$ cat src/rtl/rou_arb4_if.sv
// Bundles the four requester streams and the arbitrated output of rou_arb4.
// The slave modport is the arbiter side; master is the requester/downstream side.
interface rou_arb4_if #(
  parameter int DWID = 128,
  parameter int AWID = 32,
  parameter int TWID = 5
);
  localparam int BWID = (DWID == 512) ? 6 : (DWID == 256) ? 5 :
                        (DWID == 128) ? 4 : (DWID == 64)  ? 3 : 2;
  localparam int WID  = 2 + DWID + AWID + BWID + TWID;

  logic [WID-1:0] rou0_in, rou1_in, rou2_in, rou3_in;
  logic           rou0_in_seen, rou1_in_seen, rou2_in_seen, rou3_in_seen;
  logic [2:0]     ack0_in, ack1_in, ack2_in, ack3_in;
  logic [WID-1:0] rou_out;
  logic           rou_out_seen;
  logic [1:0]     rou_out_src;
  logic [2:0]     ack_out;

  modport slave (
    input  rou0_in, rou1_in, rou2_in, rou3_in,
    input  rou0_in_seen, rou1_in_seen, rou2_in_seen, rou3_in_seen,
    output ack0_in, ack1_in, ack2_in, ack3_in,
    output rou_out, rou_out_seen, rou_out_src,
    input  ack_out
  );

  modport master (
    output rou0_in, rou1_in, rou2_in, rou3_in,
    output rou0_in_seen, rou1_in_seen, rou2_in_seen, rou3_in_seen,
    input  ack0_in, ack1_in, ack2_in, ack3_in,
    input  rou_out, rou_out_seen, rou_out_src,
    output ack_out
  );
endinterface

$ cat src/rtl/rou_arb4.sv
// Four-to-one round-robin roubus arbiter with burst lock and a one-entry
// output register that can be consumed and reloaded in the same cycle.
module rou_arb4_lane (
  input  logic [1:0] code,
  input  logic       sel,
  output logic       vld,
  output logic [2:0] ack
);
  assign vld = (code != 2'b00);
  assign ack = sel ? 3'b001 : 3'b000;
endmodule

module rou_arb4 #(
  parameter int DWID = 128,
  parameter int AWID = 32,
  parameter int TWID = 5
) (
  input logic        clk,
  input logic        rst_n,
  rou_arb4_if.slave  bus
);
  localparam int BWID = (DWID == 512) ? 6 : (DWID == 256) ? 5 :
                        (DWID == 128) ? 4 : (DWID == 64)  ? 3 : 2;
  localparam int WID  = 2 + DWID + AWID + BWID + TWID;
  localparam int NUM_LANES = 4;

  typedef enum logic {IDLE, LOCK} state_t;

  logic [NUM_LANES-1:0][WID-1:0] req_msg;
  logic [NUM_LANES-1:0][2:0]     lane_ack;
  logic [NUM_LANES-1:0]          req_seen, req_vld, lane_sel;

  state_t         state_q, state_d;
  logic [1:0]     rr_q, rr_d, lock_q, lock_d;
  logic           out_valid;
  logic [WID-1:0] out_msg;
  logic           out_seen;
  logic [1:0]     out_src;

  logic           slot_free, found, grant;
  logic [1:0]     win, win_code;

  assign req_msg  = {bus.rou3_in, bus.rou2_in, bus.rou1_in, bus.rou0_in};
  assign req_seen = {bus.rou3_in_seen, bus.rou2_in_seen, bus.rou1_in_seen, bus.rou0_in_seen};

  for (genvar g = 0; g < NUM_LANES; g++) begin : g_lane
    rou_arb4_lane u_lane (
      .code (req_msg[g][1:0]),
      .sel  (lane_sel[g]),
      .vld  (req_vld[g]),
      .ack  (lane_ack[g])
    );
  end

  assign bus.ack0_in = lane_ack[0];
  assign bus.ack1_in = lane_ack[1];
  assign bus.ack2_in = lane_ack[2];
  assign bus.ack3_in = lane_ack[3];

  // Consume and reload can happen in the same cycle, so the slot is also free
  // while the downstream is taking the current entry.
  assign slot_free = !out_valid || (bus.ack_out != 3'b000);

  always_comb begin
    logic [1:0] idx;
    found = 1'b0;
    win   = 2'd0;
    idx   = 2'd0;
    if (state_q == LOCK) begin
      found = req_vld[lock_q];
      win   = lock_q;
    end else begin
      for (int k = 0; k < NUM_LANES; k++) begin
        idx = rr_q + k[1:0];
        if (!found && req_vld[idx]) begin
          found = 1'b1;
          win   = idx;
        end
      end
    end
  end

  // Acks are held low while reset is asserted even though state is idle.
  assign grant    = found && slot_free && rst_n;
  assign win_code = req_msg[win][1:0];
  assign lane_sel = grant ? (NUM_LANES'(1) << win) : '0;

  always_comb begin
    state_d = state_q;
    rr_d    = rr_q;
    lock_d  = lock_q;
    if (grant) begin
      case (state_q)
        IDLE: begin
          rr_d = win + 2'd1;
          if (win_code == 2'b10) begin
            state_d = LOCK;
            lock_d  = win;
          end
        end
        LOCK: begin
          if (win_code != 2'b10) begin
            state_d = IDLE;
            rr_d    = lock_q + 2'd1;
          end
        end
        default: state_d = IDLE;
      endcase
    end
  end

  always_ff @(posedge clk or negedge rst_n) begin
    if (!rst_n) begin
      state_q <= IDLE;
      rr_q    <= 2'd0;
      lock_q  <= 2'd0;
    end else begin
      state_q <= state_d;
      rr_q    <= rr_d;
      lock_q  <= lock_d;
    end
  end

  // Register contents are zeroed when drained so the outputs read 0 when empty.
  always_ff @(posedge clk or negedge rst_n) begin
    if (!rst_n) begin
      out_valid <= 1'b0;
      out_msg   <= '0;
      out_seen  <= 1'b0;
      out_src   <= 2'd0;
    end else if (grant) begin
      out_valid <= 1'b1;
      out_msg   <= req_msg[win];
      out_seen  <= req_seen[win];
      out_src   <= win;
    end else if (slot_free) begin
      out_valid <= 1'b0;
      out_msg   <= '0;
      out_seen  <= 1'b0;
      out_src   <= 2'd0;
    end
  end

  assign bus.rou_out      = out_msg;
  assign bus.rou_out_seen = out_seen;
  assign bus.rou_out_src  = out_src;
endmodule

$ cat src/flat_wrapper.sv
// flat-port wrapper written by rule: the top's interface ports become plain ports
module rou_arb4_flat 
#(
  parameter int DWID = 128,
  parameter int AWID = 32,
  parameter int TWID = 5
)
  (clk, rst_n, bus_rou0_in, bus_rou1_in, bus_rou2_in, bus_rou3_in, bus_rou0_in_seen, bus_rou1_in_seen, bus_rou2_in_seen, bus_rou3_in_seen, bus_ack0_in, bus_ack1_in, bus_ack2_in, bus_ack3_in, bus_rou_out, bus_rou_out_seen, bus_rou_out_src, bus_ack_out);
  rou_arb4_if #(.DWID(DWID), .AWID(AWID), .TWID(TWID)) bus_i ();
  input logic clk;
  input logic rst_n;
  input wire logic [$bits(bus_i.rou0_in)-1:0] bus_rou0_in;
  input wire logic [$bits(bus_i.rou1_in)-1:0] bus_rou1_in;
  input wire logic [$bits(bus_i.rou2_in)-1:0] bus_rou2_in;
  input wire logic [$bits(bus_i.rou3_in)-1:0] bus_rou3_in;
  input wire logic [$bits(bus_i.rou0_in_seen)-1:0] bus_rou0_in_seen;
  input wire logic [$bits(bus_i.rou1_in_seen)-1:0] bus_rou1_in_seen;
  input wire logic [$bits(bus_i.rou2_in_seen)-1:0] bus_rou2_in_seen;
  input wire logic [$bits(bus_i.rou3_in_seen)-1:0] bus_rou3_in_seen;
  output wire logic [$bits(bus_i.ack0_in)-1:0] bus_ack0_in;
  output wire logic [$bits(bus_i.ack1_in)-1:0] bus_ack1_in;
  output wire logic [$bits(bus_i.ack2_in)-1:0] bus_ack2_in;
  output wire logic [$bits(bus_i.ack3_in)-1:0] bus_ack3_in;
  output wire logic [$bits(bus_i.rou_out)-1:0] bus_rou_out;
  output wire logic [$bits(bus_i.rou_out_seen)-1:0] bus_rou_out_seen;
  output wire logic [$bits(bus_i.rou_out_src)-1:0] bus_rou_out_src;
  input wire logic [$bits(bus_i.ack_out)-1:0] bus_ack_out;
  assign bus_i.rou0_in = bus_rou0_in;
  assign bus_i.rou1_in = bus_rou1_in;
  assign bus_i.rou2_in = bus_rou2_in;
  assign bus_i.rou3_in = bus_rou3_in;
  assign bus_i.rou0_in_seen = bus_rou0_in_seen;
  assign bus_i.rou1_in_seen = bus_rou1_in_seen;
  assign bus_i.rou2_in_seen = bus_rou2_in_seen;
  assign bus_i.rou3_in_seen = bus_rou3_in_seen;
  assign bus_ack0_in = bus_i.ack0_in;
  assign bus_ack1_in = bus_i.ack1_in;
  assign bus_ack2_in = bus_i.ack2_in;
  assign bus_ack3_in = bus_i.ack3_in;
  assign bus_rou_out = bus_i.rou_out;
  assign bus_rou_out_seen = bus_i.rou_out_seen;
  assign bus_rou_out_src = bus_i.rou_out_src;
  assign bus_i.ack_out = bus_ack_out;
  rou_arb4 #(.DWID(DWID), .AWID(AWID), .TWID(TWID)) u_core (.clk(clk), .rst_n(rst_n), .bus(bus_i));
endmodule
$ cat config.mk
export PLATFORM = sky130hd
export DESIGN_NAME = rou_arb4_flat
export DESIGN_NICKNAME = d
export VERILOG_FILES = /design/src/rtl/rou_arb4_if.sv /design/src/rtl/rou_arb4.sv /design/src/flat_wrapper.sv
export SDC_FILE = /design/constraint.sdc
export NUM_CORES = 1
export LEC_CHECK = 0
export ABC_CLOCK_PERIOD_IN_PS = 2950
export CORE_AREA = 2 2 344 346
export CTS_CLUSTER_DIAMETER = 30
export DETAILED_ROUTE_END_ITERATION = 7
export DIE_AREA = 0 0 346 348
export PLACE_DENSITY = 0.43
export SYNTH_ARGS = -nofsm -noshare
export SYNTH_HDL_FRONTEND = slang
export SYNTH_HIERARCHICAL = 1
export SYNTH_SLANG_ARGS = --single-unit
export TNS_END_PERCENT = 20
$ cat constraint.sdc
create_clock -name clk -period 2.95 [get_ports clk]
set_input_delay 0.4425 -clock clk [delete_from_list [all_inputs] [get_ports clk]]
set_output_delay 0.4425 -clock clk [all_outputs]
set_load 0.005 [all_outputs]
==> results.py <==
metrics = {
    "min_path": {
        "hold_path_class": "reg2reg",
        "holdCritStartpoint": "u_core/bus.rou_out[1]$_DFFE_PN0P_",
    },
    "placed_design": {
        "dpl.cell_count": 3991,
        "gp_congestion": 0.875,
        "dpl_cell_area_sq_mm": 0.0230,
        "portBuffers": 870,
        "post-dp-hpwl_mm": 69.7,
        "pre_cts_ws_ns": -0.421,
    },
    "layout": {
        "final_cell_count_no_fill": 4032,
        "layout.nets": 3179,
        "final_core_util_pct": 20.3,
        "final_area_sq_mm": 0.0237,
        "fillers": 13200,
        "layout-drive-gt1-share_pct": 7.90,
        "area_growth_pct": 102,
    },
    "drt": {
        "wl_met1_mm": 35.8,
        "wl_met3_mm": 6.12,
        "remaining_drc_errors": 0,
        "drt-pass1-iter-count": 5,
        "route.vias.total": 15300,
        "routed_wl_mm": 85.3,
        "wl_met2_mm": 40.9,
        "wl_per_cell_um": 21.2,
        "highest-signal-layer": "met5",
        "dr.first_iter.drc_count": 806,
        "via_per_inst": 3.79,
        "drtAntennaViolNets": 0,
    },
    "worst_setup_path": {
        "rr_startpoint": "u_core/lock_q[0]$_DFFE_PN0P_",
        "crit_fanout": 10,
        "startpoint": "bus_rou2_in[1]",
        "cp_data_arrival_time_ns": 2.41,
        "startpoint_type": "input port",
        "crit_type": "in2out",
        "cp.required_ns": 2.51,
        "critPathCaptureType": "output port",
    },
    "cts": {
        "clk_pin_slew_ns": 0.08,
        "cts_tree": "done",
        "clkLatencyLatePin_ns": 0.51,
        "cts_buffers": 17,
        "h-tree-depth": 4,
        "cts_buffer_depth": 2,
        "clock_sinks": 180,
        "cts_root_buf": "clkbuf_16",
    },
    "sta": {
        "setup_violations": 0,
        "drv_slew": 0,
        "finalSetupTns_ns": 0,
        "finalHoldViolCount": 0,
        "skew_ns": 0.0166,
        "timing.slew.headroom_pct": 52.4,
        "worst_slew_pin_slew_ns": 0.714,
        "fin_ws_ns": 0.101,
        "post-route-period-util_pct": 96.6,
        "rsz0062_at_grt": "no",
        "layout_min_cycle_time_ns": 2.85,
        "fmax_mhz": 351,
    },
    "yosys": {
        "yosysSeqAreaShare_pct": 38.4,
        "ys_warn_count": 6,
        "ys_types": 36,
        "avgSynthCellArea_sq_um": 7.33,
        "syn-cell-area_sq_mm": 0.0117,
        "synth-seq-cells": 180,
        "syn_inst": 1602,
    },
    "run_status": {
        "status": "finished, final reports clean",
    },
    "power": {
        "p_leak_uw": 0.00961,
        "powerDensity_mw_per_mm2": 917,
        "ir_worst_vdd_uv": 438,
    },
    "grt": {
        "gr-total-overflow": 0,
        "grt_usage_pct": 13.7,
        "grt_start_max_net_pins": 86,
        "antenna_found_initial": 6,
        "grt_pass1_vias": 15900,
        "grt_pass1_wl_mm": 119,
    },
    "floorplanning": {
        "die-area_sq_mm": 0.120,
        "chipHeight_um": 348,
        "ios": 879,
        "coreArea_sq_mm": 0.117,
        "fp-row-count": 126,
        "dieWidth_um": 346,
        "initial_utilization_pct": 10.0,
    },
    "run": {
        "maxCapViolCount": 0,
    },
}
repair_timing:
action | 4_1_cts | 5_1_grt
buffers inserted | 6 | 1
resized for setup | 16 | 6
hold buffers | 1 | 0
pin swaps | 7 | 5
endpoints found under the hold margin | 14 | 0
setup endpoints to repair | 4 | 4
kinds of logic (layout without fill, tap and decap cells):
kind of cell,after synthesis,count (layout),share of synthesized area (%)
DFF,180,180,38.4
AOI/OAI and AO/OA,185,185,15.7
other,4,9,0.128
buffers and inverters,169,1058,6.56
muxes,11,11,1.19
adders and majority gates,4,4,0.426
and+or+nand+nor,1049,1049,37.6
routing by layer:
layer | GRT usage, % | vias up
met2 | 23.0 | 589
li1 | - | 7351
met3 | 4.05 | 58
met4 | 4.87 | 8
met5 | 0 | -
met1 | 16.7 | 7286
worst max-delay path: stages:
cell           delay (ns)
dlygate4sd2_1        0.25
or2_1                0.25
buf_4                0.14
and2b_1              0.18
a311oi_4             0.30
o31ai_4              0.09
buf_6                0.18
ha_1                 0.18
and2_4               0.14
dlygate4sd2_1        0.26
flip-flops by register name, summed over array words and instances (netlist names):
register / flops
u_core/bus.rou_out: 171
u_core/lock_q: 2
u_core/rr_q: 2
u_core/state_q: 1
u_core/bus.rou_out_src: 2
u_core/bus.rou_out_seen: 1
u_core/out_valid: 1
final cells by class:
cell class	instances	area (sq um)	area share, %
Inverter	6	35.0	0.148
Clock buffer	18	439	1.85
Multi-Input combinational cell	1257	6520	27.5
Clock inverter	14	170	0.717
Antenna cell	1	2.50	0.0105
Tap cell	1536	1920	8.10
Timing Repair Buffer	1020	10100	42.7
Sequential cell	180	4500	19.0
Yosys cell counts, drive strengths merged:
library cell / n / share of area (%)
nand2: 689 / 22
nand3: 340 / 14
dfrtp: 180 / 38
a32o: 170 / 14
buf: 93 / 4.1
clkbuf: 70 / 2.2
inv: 6 / 0.19
and2: 5 / 0.27
mux2i: 5 / 0.43
conb: 4 / 0.13
ha: 4 / 0.43
mux2: 4 / 0.38
or2: 4 / 0.21
nor2: 3 / 0.096
a21oi: 2 / 0.085
mux4: 2 / 0.38
nand2b: 2 / 0.11
o21ai: 2 / 0.085
o22ai: 2 / 0.11
o31ai: 2 / 0.36
a21boi: 1 / 0.064
a221o: 1 / 0.085
a221oi: 1 / 0.075
a22o: 1 / 0.075
a311oi: 1 / 0.13
and2b: 1 / 0.064
and3: 1 / 0.053
nor3: 1 / 0.085
nor4: 1 / 0.053
nor4b: 1 / 0.075
o211ai: 1 / 0.064
o21a: 1 / 0.064
or4b: 1 / 0.085
worst paths after layout:
| path | to | slack (ns) | cells past startpoint |
|---|---|---|---|
| setup / recovery | bus_ack2_in[0] | 0.10 | 10 |
| max in group asynchronous | u_core/bus.rou_out[91]$_DFFE_PN0P_ | 1.31 | 4 |
| hold / removal | u_core/bus.rou_out[1]$_DFFE_PN0P_ | 0.49 | 2 |
| setup reg to reg | u_core/bus.rou_out[36]$_DFFE_PN0P_ | 0.39 | 8 |
| hold reg to reg | u_core/bus.rou_out[1]$_DFFE_PN0P_ | 0.49 | 2 |
| min in group asynchronous | u_core/bus.rou_out[20]$_DFFE_PN0P_ | 0.62 | 3 |
through the flow:
stage	total power [uW]	hold slack, ns
finish	21700	0.485
global route	23500	0.509
CTS	22300	0.495
global placement	19600	0.469
detailed placement	19500	0.469
floorplan	11000	0.147
power breakdown:
part	total, uW	internal, uW	switching (uW)	leakage [uW]
Clock	2510	1230	1290	0.000293
Sequential	4080	3430	653	0.00232
Combinational	15100	6760	8390	0.00700
Total	21700	11400	10300	0.00961
layout by cell type, fill, tap and decap left out, drive strengths merged, types with 2 or more instances in the layout:
cell type      instances
a21oi                  2
a32o                 170
and2                   5
buf                  150
clkbuf                18
clkdlybuf4s15          2
clkdlybuf4s50        857
clkinv                 9
conb                   8
dfrtp                180
dlygate4sd2            6
dlymetal6s2s           4
ha                     4
inv                    9
mux2                   4
mux2i                  5
mux4                   2
nand2                689
nand2b                 2
nand3                340
nor2                   3
o21ai                  2
o22ai                  2
o31ai                  2
or2                    4
No activity file was read; power rests on OpenSTA's default activity.
